`src/rtl/chunk_serial_adder.sv`:
```
// Multi-cycle WIDTH-bit adder that time-multiplexes one 2-bit full-adder slice.
// Start/done handshake; one 2-bit chunk per clock, LSB first.
module fa2_slice (
    input  logic [1:0] a,
    input  logic [1:0] b,
    input  logic       cin,
    output logic [1:0] sum,
    output logic       cout
);
    assign {cout, sum} = 3'(a) + 3'(b) + 3'(cin);
endmodule

module chunk_serial_adder #(
    parameter int WIDTH = 8
) (
    input  logic             clk,
    input  logic             rst_n,
    input  logic             start,
    input  logic [WIDTH-1:0] a,
    input  logic [WIDTH-1:0] b,
    input  logic             cin,
    output logic             busy,
    output logic             done,
    output logic [WIDTH-1:0] sum,
    output logic             cout
);
    localparam int N  = WIDTH / 2;
    localparam int CW = (N > 1) ? $clog2(N) : 1;
    localparam int RW = (WIDTH > 2) ? WIDTH - 2 : 2;

    typedef enum logic [1:0] {IDLE, RUN, DONE} state_t;

    state_t           state;
    state_t           state_nxt;
    logic [WIDTH-1:0] a_sh;
    logic [WIDTH-1:0] b_sh;
    logic [RW-1:0]    res_sh;
    logic [WIDTH-1:0] res_nxt;
    logic             carry;
    logic [CW-1:0]    count;
    logic [1:0]       s2;
    logic             c2;
    logic             last;

    fa2_slice u_slice (
        .a    (a_sh[1:0]),
        .b    (b_sh[1:0]),
        .cin  (carry),
        .sum  (s2),
        .cout (c2)
    );

    assign last = (count == CW'(N - 1));
    assign busy = (state == RUN);
    assign done = (state == DONE);

    // Partial result holds only the chunks already produced; the new chunk enters at the top.
    generate
        if (WIDTH == 2) begin : g_narrow
            assign res_nxt = s2;
        end else begin : g_wide
            assign res_nxt = {s2, res_sh};
        end
    endgenerate

    always_comb begin
        state_nxt = state;
        unique case (state)
            IDLE:    state_nxt = start ? RUN : IDLE;
            RUN:     state_nxt = last ? DONE : RUN;
            DONE:    state_nxt = start ? RUN : IDLE;
            default: state_nxt = IDLE;
        endcase
    end

    always_ff @(posedge clk or negedge rst_n) begin
        if (!rst_n) begin
            state  <= IDLE;
            a_sh   <= '0;
            b_sh   <= '0;
            res_sh <= '0;
            carry  <= 1'b0;
            count  <= '0;
            sum    <= '0;
            cout   <= 1'b0;
        end else begin
            state <= state_nxt;
            if (state != RUN && start) begin
                a_sh   <= a;
                b_sh   <= b;
                carry  <= cin;
                res_sh <= '0;
                count  <= '0;
            end else if (state == RUN) begin
                a_sh   <= a_sh >> 2;
                b_sh   <= b_sh >> 2;
                res_sh <= res_nxt[WIDTH-1 -: RW];
                carry  <= c2;
                count  <= count + 1'b1;
                if (last) begin
                    sum  <= res_nxt;
                    cout <= c2;
                end
            end
        end
    end
endmodule

```
`config.mk`:
```
export PLATFORM = sky130hd
export DESIGN_NAME = chunk_serial_adder
export DESIGN_NICKNAME = d
export VERILOG_FILES = /design/src/rtl/chunk_serial_adder.sv
export SDC_FILE = /design/constraint.sdc
export NUM_CORES = 1
export LEC_CHECK = 0
export ABC_AREA = 1
export CAP_MARGIN = 20
export CELL_PAD_IN_SITES_DETAIL_PLACEMENT = 1
export CELL_PAD_IN_SITES_GLOBAL_PLACEMENT = 1
export CORE_UTILIZATION = 41
export DETAILED_ROUTE_END_ITERATION = 16
export GPL_ROUTABILITY_DRIVEN = 0
export PLACE_DENSITY_LB_ADDON = 0.1
export SLEW_MARGIN = 0
export SYNTH_ARGS = -nofsm -noshare
export SYNTH_HDL_FRONTEND = slang
export SYNTH_HIERARCHICAL = 1
export SYNTH_SLANG_ARGS = --single-unit
```
`constraint.sdc`:
```
create_clock -name clk -period 4.31 [get_ports clk]
set_clock_uncertainty 0.05 [all_clocks]
set_input_delay 0.862 -clock clk [delete_from_list [all_inputs] [get_ports clk]]
set_output_delay 0.862 -clock clk [all_outputs]
set_load 0.02 [all_outputs]
```
# Word level (Yosys, flattened, before mapping)
# Cells that the tools add are included.
# W data, S select, Z words.
# op_classes
n_bitwise	1
n_addsub	3
n_reduce_logical	5
muxes	13
eq_ne	4
# ops
cell	count
$mux W8	4
$mux W6	2
$mux W2	3
$eq A2 B2 Y1 const B	2
$pmux W2 S2	1
$add A2 B2 Y3	1
$add A3 B1 Y3	1
$mux W1	3
$reduce_and A3 Y1	1
$add A2 B1 Y2 const B	1
$eq A2 B1 Y1 const B	1
$logic_not A2 Y1	1
$ne A2 B1 Y1 const B	1
$reduce_bool A2 Y1	1
$reduce_or A2 Y1	1
$logic_and A1 B1 Y1	1
$not A1 Y1	1
# word_totals
output_inout_bits	11
wordCells	34
register_bits	36
inputBits	20

# Logic depth before layout (Yosys ltp)
# depth
depth_word	4
ltp_mapped	6
depth_no_buf	6

# By module
# The synthesis kept the hierarchy.
# modules_own_cells
mod	seq_area_each_um2	cells_each	instances	area_per_inst_um2
chunk_serial_adder	900.9	170	1	1572.8
fa2_slice	0.0	10	1	70.1

# Worst setup path before layout
# Ideal clock, no wire load.
# synth_timing
path_kind	register to output
start	register state[0]
end	output done
t_arrival_ps	733
stages_incl_launch_ff	2
required_time_ps	3398
path_buffers	0
path_slack_ps	2665
cell_sequence	dfrtp_1 nor2_1
# synth_between
elab_chain_len	1
# synth_rtl
item	line_no	text
start, declared	33	state_t state;
start signal, assigned	87	state <= state_nxt;
$eq A2 B2 Y1	55	assign done = (state == DONE);
end, declared	23	output logic done,
# No other way between the ends.

# Worst setup path in the final report
# layout_timing
start	register state[0]
end	output busy
# layout_between
elab_chain_len	1
# layout_rtl
item	line_no	text
$eq A2 B1 Y1	54	assign busy = (state == RUN);
end, declared	22	output logic busy,
# No other way between the ends.

==> flow_metrics.py <==
metrics = {
    "route": {
        "drt-pass1-iter-count": 4,
        "wl_per_cell_um": 14.1,
        "avgViaCountPerCell": 5.06,
        "drc_errors": 0,
        "drtAntennaViolNets": 0,
        "routed_wl_um": 3640,
        "drt_iter0_drc": 45,
        "via_count": 1300,
    },
    "clock_tree": {
        "ctsHoldBuffers": 0,
        "cts_tree": "built",
        "cts.path.max_buffers": 2,
        "clock_latency_ns": 0.30,
        "h-tree-depth": 2,
        "cts.sinks": 36,
        "cts_inserted_buffers": 5,
        "post_cts_buffers": 0,
        "clkTransAtPathRegs_ns": 0.08,
        "ctsResizeCount": 0,
        "cts-root-buf": "clkbuf_8",
    },
    "cells_and_area": {
        "area_delta_synth_final_pct": 23.8,
        "drive_gt1_share_pct": 7.18,
        "diodes": 0,
        "fill_cells": 453,
        "num-nets-final": 231,
        "mostFrequentLayoutCells": "nand3_1 (53), nand2_1 (53), dfrtp_1 (36)",
        "fin_area_um2": 2030,
    },
    "critical_path": {
        "max_stage_delay_ns": 0.71,
        "crit_path_start_kind": "flop",
        "crit_type": "reg -> out",
        "crit_fanout": 20,
        "end_kind": "primary output",
        "crit_slowest_cell": "clkdlybuf4s50_1",
        "timing.rr.start": "a_sh[0]$_DFFE_PN0P_",
        "critPathArrivalTime_ns": 1.93,
        "reg2reg_to": "res_sh[5]$_DFFE_PN0P_",
        "worstRegToRegCells": 6,
        "rrSetupSlack_ns": 2.61,
        "cp_data_required_time_ns": 3.40,
        "crit_chain": "inv_2 > nor2_4 > clkdlybuf4s50_1",
    },
    "synthesis": {
        "netlist_instances": 180,
        "synth_simple_gate_area_share_pct": 31.8,
        "synth-seq-cells": 36,
        "synth_top_family_by_area": "simple AND/OR/NAND/NOR gates",
        "synth_compound_area_share_pct": 1.90,
        "synth.cell_area_um2": 1640,
        "synth_area_leader_cell": "dfrtp_1",
        "ys_types": 17,
        "synth_fa_ha_area_share_pct": 3.20,
        "ys_seq_area_share_pct": 54.8,
        "synthMuxAreaShare_pct": 0,
        "postSynthAreaPerCell_um2": 9.13,
        "ys.warnings.count": 6,
        "synth_nets": 203,
        "yosysTopAreaCellShare_pct": 54.8,
        "synth-xor-area-share_pct": 0,
        "synth_area_leaders": "dfrtp_1 (55%), nand3_1 (16%), nand2_1 (12%)",
    },
    "timing": {
        "period_minus_slack_ns": 2.84,
        "slew_headroom_pct": 57.7,
        "maxSlewViolCount": 0,
        "post-route-period-util_pct": 65.9,
        "tightest_slew_ns": 0.632,
        "hold_viol_final": 0,
        "max_freq_mhz": 352,
        "rsz0062_at_grt": "no",
        "setup_viol": 0,
        "tns_ns": 0,
    },
    "placed_design": {
        "hpwl_um": 2370,
        "io_buffer_count": 30,
        "post_dp_cell_area_um2": 1930,
    },
    "die": {
        "die_h_um": 65.3,
        "start_util_pct": 43.9,
        "die_area_um2": 4260,
        "die_x_um": 65.3,
        "rows": 22,
        "coreArea_um2": 3740,
        "io_pins": 31,
    },
    "global_routing": {
        "grtUsageTotal_pct": 20.6,
        "grt_pass1_wl_um": 6440,
        "antenna_found_initial": 0,
        "grt_pass1_vias": 1350,
        "grt_overflow": 0,
        "grt_max_degree": 47,
    },
    "outcome": {
        "outcome": "complete, no violations",
    },
    "hold_path": {
        "whs_endpoint": "sum[3]$_DFFE_PN0P_",
        "min_path_cells": 2,
        "worstHoldPathType": "reg -> reg",
        "hp-start": "res_sh[3]$_DFFE_PN0P_",
    },
    "pwr": {
        "peakVddDrop_uv": 295,
        "power.density_nw_per_um2": 712,
        "p_leak_nw": 0.997,
    },
    "job": {
        "cap_violations": 0,
    },
}
[cell families after synthesis]
kind of cell	Yosys count
compound gates	6
fa+ha+maj	3
buf+inv	24
flops	36
simple gates	111
[how the worst max path moves through the flow]
stage	startpoint	cells past startpoint	slack, ns	endpoint
after global placement	state[0]$_DFF_PN0_	3	1.79	busy
final	state[0]$_DFF_PN0_	3	1.47	busy
after detailed placement	start	4	1.72	a_sh[4]$_DFFE_PN0P_
after floorplan	state[0]$_DFF_PN0_	1	2.67	done
after global routing	state[0]$_DFF_PN0_	3	1.36	busy
after CTS	state[0]$_DFF_PN0_	3	1.44	busy
[critical path: cells and delay by family (launching register included)]
family,cells,cell delay (ns)
buffers and inverters,2,0.78
DFF,1,0.44
and+or+nand+nor,1,0.42
[state kept, by name, indices dropped and copies added, names as in the netlist]
register and count:
b_sh 8, state 2, cout 1, a_sh 8
res_sh 6, carry 1, sum 8, count 2
[cell type report]
type                            instances  area [um^2]  share of cell area [%]
Clock inverter                          2         35.0                    1.72
Tap cell                               48         60.1                    2.95
Inverter                               14         52.6                    2.58
Timing Repair Buffer                   31          308                    15.1
Sequential cell                        36          901                    44.3
Clock buffer                            6         72.6                    3.57
Multi-Input combinational cell        120          606                    29.8
[metrics by stage]
step / total power [mW] / instances / setup slack, ns / utilization [%] / hold WS (ns)
6_report: 1.45 / 257 / 1.47 / 54.3 / 0.429
5_1_grt: 1.57 / 257 / 1.36 / 54.3 / 0.455
4_1_cts: 1.47 / 257 / 1.44 / 54.3 / 0.432
3_5_place_dp: 1.16 / 249 / 1.72 / 51.5 / 0.415
3_3_place_gp: 1.12 / 249 / 1.79 / 51.5 / 0.408
2_1_floorplan: 1.01 / 180 / 2.67 / - / 0.392
[Yosys cell counts]
cell / count
fa_1: 2
nor2_8: 1
o22ai_1: 1
o21ai_1: 3
buf_2: 4
nand2_4: 2
inv_2: 3
buf_6: 5
buf_4: 1
inv_1: 11
nor2_1: 1
nor2_4: 1
nand3_1: 53
nand2_1: 53
o21ai_0: 2
dfrtp_1: 36
ha_1: 1
[layer usage]
layer	global-route usage, %	wire [um]	vias up
li1	-	-	635
met4	8.97	72	0
met5	0	0	-
met1	25.0	1610	631
met3	6.25	160	6
met2	33.8	1790	28
[power by group]
group          switching (mW)  internal (mW)
clock network           0.121          0.172
registers              0.0873          0.480
logic                   0.367          0.222
total                   0.576          0.873
Note: power is estimated with default switching activity, not from simulation.
